### config.mk
export PLATFORM = sky130hd
export DESIGN_NAME = axi_id_push_ctrl
export DESIGN_NICKNAME = d
export VERILOG_FILES = /design/src/rtl/axi_id_push_ctrl.sv
export SDC_FILE = /design/constraint.sdc
export NUM_CORES = 1
export LEC_CHECK = 0
export BUFFER_PORTS_ARGS = -buffer_cell sky130_fd_sc_hd__buf_2
export CAP_MARGIN = 30
export CELL_PAD_IN_SITES_DETAIL_PLACEMENT = 0
export CELL_PAD_IN_SITES_GLOBAL_PLACEMENT = 1
export CORE_MARGIN = 2
export CORE_UTILIZATION = 36
export CTS_CLUSTER_SIZE = 8
export DETAILED_ROUTE_END_ITERATION = 12
export GPL_ROUTABILITY_DRIVEN = 0
export PLACE_DENSITY_LB_ADDON = 0.1
export SYNTH_ARGS = -nofsm -noshare
export SYNTH_HDL_FRONTEND = slang
export SYNTH_SLANG_ARGS = --single-unit
### constraint.sdc
create_clock -name wclk -period 6.4 [get_ports wclk]
set_clock_uncertainty 0.15 [all_clocks]
set_input_delay 1.28 -clock wclk [delete_from_list [all_inputs] [get_ports wclk]]
set_output_delay 1.28 -clock wclk [all_outputs]
set_load 0.005 [all_outputs]
### src/rtl/axi_id_push_ctrl.sv
`default_nettype none
// ============================================================================
// Module   : axi_id_push_ctrl
// Brief    : AW/AR round-robin arbiter that packs requests into 9-bit ID-FIFO entries.
// Revision : 1.0
// ============================================================================
module axi_id_push_ctrl #(
  parameter int MAX_OUT = 16
) (
  input  logic       wclk,
  input  logic       resetn,
  input  logic       aw_valid,
  output logic       aw_ready,
  input  logic [3:0] aw_id,
  input  logic [3:0] aw_len,
  input  logic       ar_valid,
  output logic       ar_ready,
  input  logic [3:0] ar_id,
  input  logic [3:0] ar_len,
  output logic [8:0] fifo_data,
  output logic       fifo_wr_en,
  input  logic       fifo_full,
  input  logic       txn_done,
  output logic [4:0] outstanding,
  output logic       err_underflow
);

  localparam logic [4:0] C_MAX_OUT = 5'(MAX_OUT);

  logic       hold_valid_q, hold_valid_d;
  logic [8:0] hold_data_q,  hold_data_d;
  logic       prio_q,       prio_d;
  logic [4:0] out_q,        out_d;
  logic       err_q,        err_d;

  logic w_drain;
  logic w_can_accept;
  logic w_aw_win;
  logic w_ar_win;
  logic w_aw_hs;
  logic w_ar_hs;
  logic w_hs;

  // A full holding register may still accept when it drains on the same edge.
  assign w_drain      = hold_valid_q & ~fifo_full;
  assign w_can_accept = (~hold_valid_q | w_drain) & (out_q < C_MAX_OUT);
  assign w_aw_win     = aw_valid & (~ar_valid | ~prio_q);
  assign w_ar_win     = ar_valid & (~aw_valid |  prio_q);

  assign aw_ready = w_can_accept & w_aw_win;
  assign ar_ready = w_can_accept & w_ar_win;
  assign w_aw_hs  = aw_valid & aw_ready;
  assign w_ar_hs  = ar_valid & ar_ready;
  assign w_hs     = w_aw_hs | w_ar_hs;

  assign fifo_data     = hold_data_q;
  assign fifo_wr_en    = w_drain;
  assign outstanding   = out_q;
  assign err_underflow = err_q;

  always_comb begin
    hold_valid_d = hold_valid_q;
    hold_data_d  = hold_data_q;
    prio_d       = prio_q;
    out_d        = out_q;
    err_d        = err_q;

    if (w_aw_hs) begin
      hold_data_d  = {1'b1, aw_id, aw_len};
      hold_valid_d = 1'b1;
      prio_d       = 1'b1;
    end else if (w_ar_hs) begin
      hold_data_d  = {1'b0, ar_id, ar_len};
      hold_valid_d = 1'b1;
      prio_d       = 1'b0;
    end else if (w_drain) begin
      hold_valid_d = 1'b0;
    end

    // A retirement alongside a handshake nets to zero, even from an empty count.
    if (w_hs && !txn_done) begin
      out_d = out_q + 5'd1;
    end else if (!w_hs && txn_done) begin
      if (out_q != 5'd0) begin
        out_d = out_q - 5'd1;
      end else begin
        err_d = 1'b1;
      end
    end
  end

  always_ff @(posedge wclk or negedge resetn) begin
    if (!resetn) begin
      hold_valid_q <= 1'b0;
      hold_data_q  <= 9'd0;
      prio_q       <= 1'b0;
      out_q        <= 5'd0;
      err_q        <= 1'b0;
    end else begin
      hold_valid_q <= hold_valid_d;
      hold_data_q  <= hold_data_d;
      prio_q       <= prio_d;
      out_q        <= out_d;
      err_q        <= err_d;
    end
  end

endmodule
`default_nettype wire

Word-level counts from Yosys, hierarchy flattened
Index checks and enable logic that the tools add are counted.

Register bits: 17. Input bits: 22.

$add $sub $neg: 2. $lt $le $gt $ge: 1. Muxes and demuxes: 10. Bitwise logic cells: 19. Reduce and logical (&&, ||, !) cells: 11.

Operator list (count): 9-bit 2-to-1 mux (2); 5-bit 2-to-1 mux (3); 1-bit AND (8); 1-bit inverter (7); 2-bit nonzero test (3); 5-bit by 1-bit adder with 5-bit output, second input constant (1); 5-bit less-than comparator, second input constant (1); 1-bit 2-to-1 mux (5); 5-bit nonzero test (1); 5-bit by 1-bit subtractor with 5-bit output, second input constant (1); 1-bit bitwise OR (4); 3-bit AND reduction (1); 3-bit nonzero test (1); 1-bit logical AND (2); 1-bit zero test (2); 2-bit AND reduction (1).

Logic depth before layout (Yosys ltp)
Gate-level depths: netlist (run 1).

Depth in word-level cells: 11. Gate-level depth with buffers: 11. Gate-level depth less buffers: 10.

Worst setup path after synthesis (run 1)
No wires, ideal clock.

Path kind: input-to-reg. Start: in fifo_full. End: reg out_q[1], in the netlist outstanding[1]. Arrival: 3.313 ns. Data required time: 6.125 ns. Setup slack: 2.812 ns. Cell stages on the path: 9. Buffers on the path: 1. Path through: a21oi_1 o21ai_1 clkbuf_1 inv_1 ha_1 or4_4 nor3_4 nor2_2 mux2_4.

Longest elaborated chain between the ends: 11.

Ends and longest elaborated chain: start, declared (RTL line 22) `input logic fifo_full,`; 1-bit inverter * (RTL line 45) `assign w_drain = hold_valid_q & ~fifo_full;`; 1-bit AND * (RTL line 45); 1-bit bitwise OR * (RTL line 46) `assign w_can_accept = (~hold_valid_q | w_drain) & (out_q < C_MAX_OUT);`; 1-bit AND * (RTL line 46); 1-bit AND (on tied branches) (RTL line 50, 51); 1-bit AND (on tied branches) (RTL line 52, 53); 1-bit bitwise OR * (RTL line 54) `assign w_hs = w_aw_hs | w_ar_hs;`; 1-bit zero test (RTL line 83) `end else if (!w_hs && txn_done) begin`; 1-bit logical AND (RTL line 83); 2-bit nonzero test (no source line); 2-bit AND reduction (no source line); end signal, assigned (RTL line 103) `out_q <= out_d;`; end, declared (RTL line 33) `logic [4:0] out_q, out_d;`.

Every way passes the cells marked *; elsewhere a longest branch is shown, timed or not. A chain may end at the register's enable or synchronous reset.

Final worst setup path (run 1)
Start: in fifo_full. End: out aw_ready.

Longest elaborated chain between the ends: 5.

Ends and longest elaborated chain: 1-bit inverter (RTL line 45); 1-bit AND (RTL line 45); 1-bit bitwise OR (RTL line 46); 1-bit AND (RTL line 46); 1-bit AND (RTL line 50) `assign aw_ready = w_can_accept & w_aw_win;`; end, declared (RTL line 13) `output logic aw_ready,`.

Every way passes these cells.

==> flow_metrics.env, run 1 <==
export IMPL_period_needed_ns=3.85
export IMPL_wl_met1_um=821
export IMPL_grt_max_degree=20
export IMPL_ant_nets=0
export IMPL_htreeDepth=1
export IMPL_fin_crit_sh=0.601
export IMPL_clk_pin_slew_ns=0.10
export IMPL_start_util=0.373
export IMPL_die_h_um=54.0
export IMPL_clk_path_buf_depth=2
export IMPL_antenna_found_initial=0
export IMPL_min_from="err_underflow"
export IMPL_netlist_instances=88
export IMPL_io_pins=40
export IMPL_postLayoutCellArea_um2=1150
export IMPL_critPathLaunchType="input port"
export IMPL_cp_max_fo=9
export IMPL_top_layer="met4"
export IMPL_num_rows=18
export IMPL_worstPathCellList="buf_2, a21oi_1, nand3_1, inv_1, buf_2"
export IMPL_rsz0062_at_grt="false"
export IMPL_wl_um=1790
export IMPL_drc=0
export IMPL_synth_area_leader_cell="dfrtp_1"
export IMPL_grt_pass1_wl_um=2880
export IMPL_drtIter0Drc=7
export IMPL_port_buffers=39
export IMPL_drv_slew=0
export IMPL_diodes=0
export IMPL_syn_cell_area_um2=898
export IMPL_timing_fmax_mhz=260
export IMPL_synth_most_common_cell="dfrtp_1"
export IMPL_critPathBufInv=3
export IMPL_p_per_area_nw_per_um2=468
export IMPL_placed_area_um2=1110
export IMPL_track_usage=0.140
export IMPL_avgSynthCellArea_um2=10.2
export IMPL_dr_wl_met2_um=828
export IMPL_crit_path_top_delay_cell="nand3_1"
export IMPL_max_vdd_ir_drop_v=0.000234
export IMPL_r2r_end="outstanding[4]"
export IMPL_cts_resized=0
export IMPL_yosys_top_cells_area="dfrtp_1 (45%), mux2i_1 (8.9%), ha_1 (7.0%)"
export IMPL_cpLargestDelayFamily="simple AND/OR/NAND/NOR gates"
export IMPL_setup_violations=0
export IMPL_place_hpwl_um=1390
export IMPL_hold_path_class="flop to flop"
export IMPL_syn_to_final_growth_pct=28.1
export IMPL_rrSetupSlack_ns=3.58
export IMPL_clock_sinks=16
export IMPL_drive_gt1_frac=0.375
export IMPL_ys_ff_latch=16
export IMPL_cp_required_ns=4.97
export IMPL_core_area_um2=2410
export IMPL_worstMarginPinSlew_ns=0.558
export IMPL_synthArstFlopShare=1.00
export IMPL_endpoint_kind="output port"
export IMPL_cts_hold_fix_buffers=0
export IMPL_leakagePower_nw=0.638
export IMPL_num_vias=740
export IMPL_r2r_cells=11
export IMPL_critical_path_depth=5
export IMPL_ys_seq_area_frac=0.446
export IMPL_cts_setup_buffers=0
export IMPL_cpPeakStageDelay_ns=0.49
export IMPL_maxSlewHeadroom=0.627
export IMPL_worstPathArrival_ns=2.42
export IMPL_clock_latency_ns=0.29
export IMPL_hold_viol=0
export IMPL_hold_path_depth=1
export IMPL_cap_violations=0
export IMPL_num_nets_final=157
export IMPL_min_to="err_underflow"
export IMPL_setup_tns_ns=0
export IMPL_grt_ovfl_total=0
export IMPL_synth_yosys_warnings=0
export IMPL_grt_pass1_vias=643
export IMPL_synth_edf_count=0
export IMPL_via_per_inst=4.68
export IMPL_first_pass_iters=4
export IMPL_synth_fp_nets=116
export IMPL_regToRegStartpoint="outstanding[4]"
export IMPL_ys_types=28
export IMPL_fin_hold_ws_ns=0.325
export IMPL_drt_wirelength_per_cell_um=11.4
export IMPL_ys_top_cells_by_count="dfrtp_1 (16), nand2_1 (14), mux2i_1 (8), o21ai_0 (8)"
export IMPL_crit_type="input port to output port"
export IMPL_cts_root_buf="clkbuf_4"
export IMPL_crit_top_cell="buf_2"
export IMPL_netlist_area_leader_share=0.446
export IMPL_die_x_um=54.0
export IMPL_cts_tree="built"
export IMPL_die_area_um2=2910
export IMPL_routed_wl_met3_um=114
export IMPL_cts_buffers=3
export IMPL_synth_flop_cell="dfrtp_1"
export IMPL_status="finished, final reports clean"
## flip-flops by register name, indices dropped and copies added, names as in the netlist
signal	cells
err_underflow	1
hold_valid_q	1
fifo_data	9
outstanding	5
## per-layer routing
layer	track usage	vias up
met1	0.193	329
li1	-	384
met5	0	-
met4	0.0769	0
met2	0.203	23
met3	0.0306	4
## worst max-delay path by stage
stage                         start              to  slack [ns]
final                     fifo_full        aw_ready        2.55
after global routing      fifo_full        aw_ready        2.39
after CTS                 fifo_full        aw_ready        2.52
after detailed placement  fifo_full        aw_ready        2.53
after global placement    fifo_full        aw_ready        2.59
after floorplan           fifo_full  outstanding[1]        2.81
## worst reg2reg max path, stage by stage (launching register included)
cell and delay, ns:
dfrtp_1 0.46, a21oi_1 0.31, o21ai_1 0.11, buf_4 0.21
inv_1 0.07, ha_1 0.22, inv_1 0.14, ha_1 0.34
a21oi_1 0.19, and2_1 0.18, nor4b_1 0.25, o31a_1 0.16
## kinds of logic (layout without fill, tap and decap cells)
family,Yosys count,count (layout),synth area share
AOI/OAI and AO/OA,22,22,0.143
xor gates and xnor gates,3,3,0.0293
adders and majority gates,6,6,0.0919
buffers and inverters,9,49,0.0473
DFF,16,16,0.446
muxes,9,9,0.106
and+or+nand+nor,23,23,0.137
## final cells by class
type | count | area [um^2]
Fill cell | 235 | 1260
Multi-Input combinational cell | 63 | 455
Sequential cell | 16 | 400
Timing Repair Buffer | 40 | 203
Tap cell | 30 | 37.5
Clock buffer | 4 | 36.3
Inverter | 5 | 18.8
## power breakdown
part	internal, mW	leakage [nW]	total, mW	switching, mW
Combinational	0.141	0.425	0.275	0.134
Clock	0.0346	0.0210	0.0664	0.0318
Sequential	0.153	0.192	0.197	0.0441
## layout by cell type, fill, tap and decap left out, drive strengths merged
cell	Yosys	final
xnor2	1	1
fa	1	1
dfrtp	16	16
o21ai	9	9
mux2	1	1
o31a	1	1
buf	3	40
o31ai	2	2
a21oi	5	5
mux2i	8	8
xor2	2	2
o211ai	1	1
nor2b	1	1
a31oi	2	2
nor2	1	1
inv	5	5
nor3	2	2
nand3	2	2
a21o	2	2
ha	5	5
or4	1	1
nor4b	1	1
and2	1	1
clkbuf	1	4
nand2	14	14
## stage by stage
stage                     std cells  utilization  power [mW]  worst slack, ns
after floorplan                  88            -       0.390             2.81
after global placement          154        0.463       0.472             2.59
after detailed placement        154        0.463       0.479             2.53
after CTS                       158        0.478       0.549             2.52
after global routing            158        0.478       0.600             2.39
final                           158        0.478       0.539             2.55
(Power assumes the default switching activity.)
==> run 2: changes to the inputs <==
--- a/config.mk
+++ b/config.mk
@@ -10,7 +10,7 @@
 export CELL_PAD_IN_SITES_DETAIL_PLACEMENT = 0
 export CELL_PAD_IN_SITES_GLOBAL_PLACEMENT = 1
 export CORE_MARGIN = 2
-export CORE_UTILIZATION = 36
+export CORE_UTILIZATION = 30
 export CTS_CLUSTER_SIZE = 8
 export DETAILED_ROUTE_END_ITERATION = 12
 export GPL_ROUTABILITY_DRIVEN = 0
==> constraint.sdc (replaced) <==
create_clock -name wclk -period 3.25 [get_ports wclk]
set_clock_uncertainty 0.15 [all_clocks]
set_input_delay 0.65 -clock wclk [delete_from_list [all_inputs] [get_ports wclk]]
set_output_delay 0.65 -clock wclk [all_outputs]
set_load 0.005 [all_outputs]
==> run 2 against run 1 <==
The run now ends with design-rule violations left. Combinational power increased by 100%. First-iteration DRC count rose to 5.9 times the previous value. Routed wire length rose by 3.0%. Cell count up 1.9%. Critical path depth up 6. Flip-flop and latch count unchanged. Count of clock-buffer cells in the layout unchanged. Worst hold slack worse by 0.21 ns. Non-clock buffer count is 2 higher. Critical path type is now input port to flop. Highest routed layer unchanged.
==> flow_metrics.env, run 2 (synthesis gave the netlist of run 1 again) <==
export IMPL_critPathBufInv=3
export IMPL_num_nets_final=159
export IMPL_worstPathCellList="buf_2, a21oi_1, o21ai_1, inv_1, ha_1, inv_1, ha_1, a21oi_1, and2_1, nor4b_1, o31a_1"
export IMPL_antenna_found_initial=0
export IMPL_die_h_um=58.7
export IMPL_io_pins=40
export IMPL_timing_fmax_mhz=404
export IMPL_grt_ovfl_total=0
export IMPL_cts_resized=0
export IMPL_endpoint_kind="flop"
export IMPL_rsz0062_at_grt="false"
export IMPL_drt_wirelength_per_cell_um=11.5
export IMPL_start_util=0.320
export IMPL_max_vdd_ir_drop_v=0.000292
export IMPL_grt_met2_usage=0.162
export IMPL_grt_pass1_vias=632
export IMPL_grt_pass1_wl_um=2880
export IMPL_grt_max_degree=19
export IMPL_fillers=289
export IMPL_cts_hold_fix_buffers=0
export IMPL_final_common_cell="buf_2"
export IMPL_placed_area_um2=1130
export IMPL_cts_tree="built"
export IMPL_fin_crit_sh=0.762
export IMPL_crit_type="input port to flop"
export IMPL_p_per_area_nw_per_um2=923
export IMPL_num_vias=756
export IMPL_postLayoutCellArea_um2=1170
export IMPL_core_area_um2=2810
export IMPL_met3_usage=0.0418
export IMPL_first_pass_iters=8
export IMPL_critical_path_depth=11
export IMPL_drtIter0Drc=41
export IMPL_cts_buffers=3
export IMPL_die_x_um=58.7
export IMPL_seq_area_um2=400
export IMPL_cpLargestDelayFamily="compound AO/OA/AOI/OAI gates"
export IMPL_maxSlewHeadroom=0.753
export IMPL_cpPeakStageDelay_ns=0.34
export IMPL_clock_sinks=16
export IMPL_drive_gt1_frac=0.385
export IMPL_die_area_um2=3450
export IMPL_finalCoreUtilization=0.416
export IMPL_drc=3
export IMPL_diodes=0
export IMPL_setup_tns_ns=0
export IMPL_ant_nets=0
export IMPL_post_place_ws_ns=0.493
export IMPL_use_met1=0.158
export IMPL_period_needed_ns=2.48
export IMPL_crit_path_top_delay_cell="ha_1"
export IMPL_setup_violations=0
export IMPL_via_per_inst=4.70
export IMPL_violations="design-rule violations"
export IMPL_num_rows=19
export IMPL_final_cell_mix="buf_2 (39), dfrtp_1 (16), nand2_1 (14)"
export IMPL_multiInputGateArea_um2=455
export IMPL_track_usage=0.111
export IMPL_hold_path_class="input port to asynchronous set/reset pin"
export IMPL_critPathLaunchType="input port"
export IMPL_clk_path_buf_depth=2
export IMPL_cts_setup_buffers=0
export IMPL_worst_slack_ns=0.774
export IMPL_clock_latency_ns=0.28
export IMPL_r2r_cells=10
export IMPL_drv_slew=0
export IMPL_cap_violations=0
export IMPL_cp_max_fo=5
export IMPL_largest_reg_flops=9
export IMPL_leakagePower_nw=0.648
export IMPL_power_total_mw=1.08
export IMPL_port_buffers=39
export IMPL_wl_um=1850
export IMPL_worstPathArrival_ns=2.55
export IMPL_status="finished with violations"
export IMPL_worstMarginPinSlew_ns=0.370
export IMPL_cts_root_buf="clkbuf_4"
export IMPL_htreeDepth=1
export IMPL_cp_required_ns=3.33
export IMPL_place_hpwl_um=1440
export IMPL_grt_busiest_layer="met2"
export IMPL_syn_to_final_growth_pct=29.9
export IMPL_clk_pin_slew_ns=0.09
export IMPL_hold_viol=0
## run 2: where the power goes
group | internal, mW | total, mW | switching, mW
combinational | 0.290 | 0.560 | 0.270
clock | 0.0681 | 0.130 | 0.0620
sequential | 0.301 | 0.387 | 0.0857
total | 0.659 | 1.08 | 0.418
## run 2: final cells by class
cell class	instances	area share
flip-flops and latches	16	0.343
well taps	31	0.0332
clock buffers	4	0.0311
multi-input cells	63	0.390
inverters	5	0.0161
repair buffers	42	0.186
## run 2: per-stage QoR
stage | hold WS, ns | instances
floorplan | 0.204 | 88
global placement | 0.288 | 157
detailed placement | 0.295 | 157
CTS | 0.119 | 161
global route | 0.128 | 161
finish | 0.117 | 161
## run 2: worst paths after layout
| kind | startpoint | to | slack (ns) |
|---|---|---|---|
| min in group wclk | err_underflow | err_underflow | 0.32 |
| hold / removal | resetn | outstanding[0] | 0.12 |
| setup reg to reg | outstanding[4] | outstanding[4] | 0.77 |
| hold reg to reg | err_underflow | err_underflow | 0.32 |
| setup / recovery | fifo_full | outstanding[4] | 0.77 |
| max in group asynchronous | resetn | err_underflow | 2.57 |
## run 2: layer usage
layer / vias up / wire length [um]
met2: 23 / 847
li1: 390 / -
met1: 341 / 840
met3: 2 / 145
met4: 0 / 15
met5: - / 0
## run 2: worst reg2reg max path: stages (launching register included)
cell,delay (ns)
dfrtp_1,0.46
a21oi_1,0.17
o21ai_1,0.11
inv_1,0.07
ha_1,0.22
inv_1,0.14
ha_1,0.34
a21oi_1,0.19
and2_1,0.19
nor4b_1,0.24
o31a_1,0.15
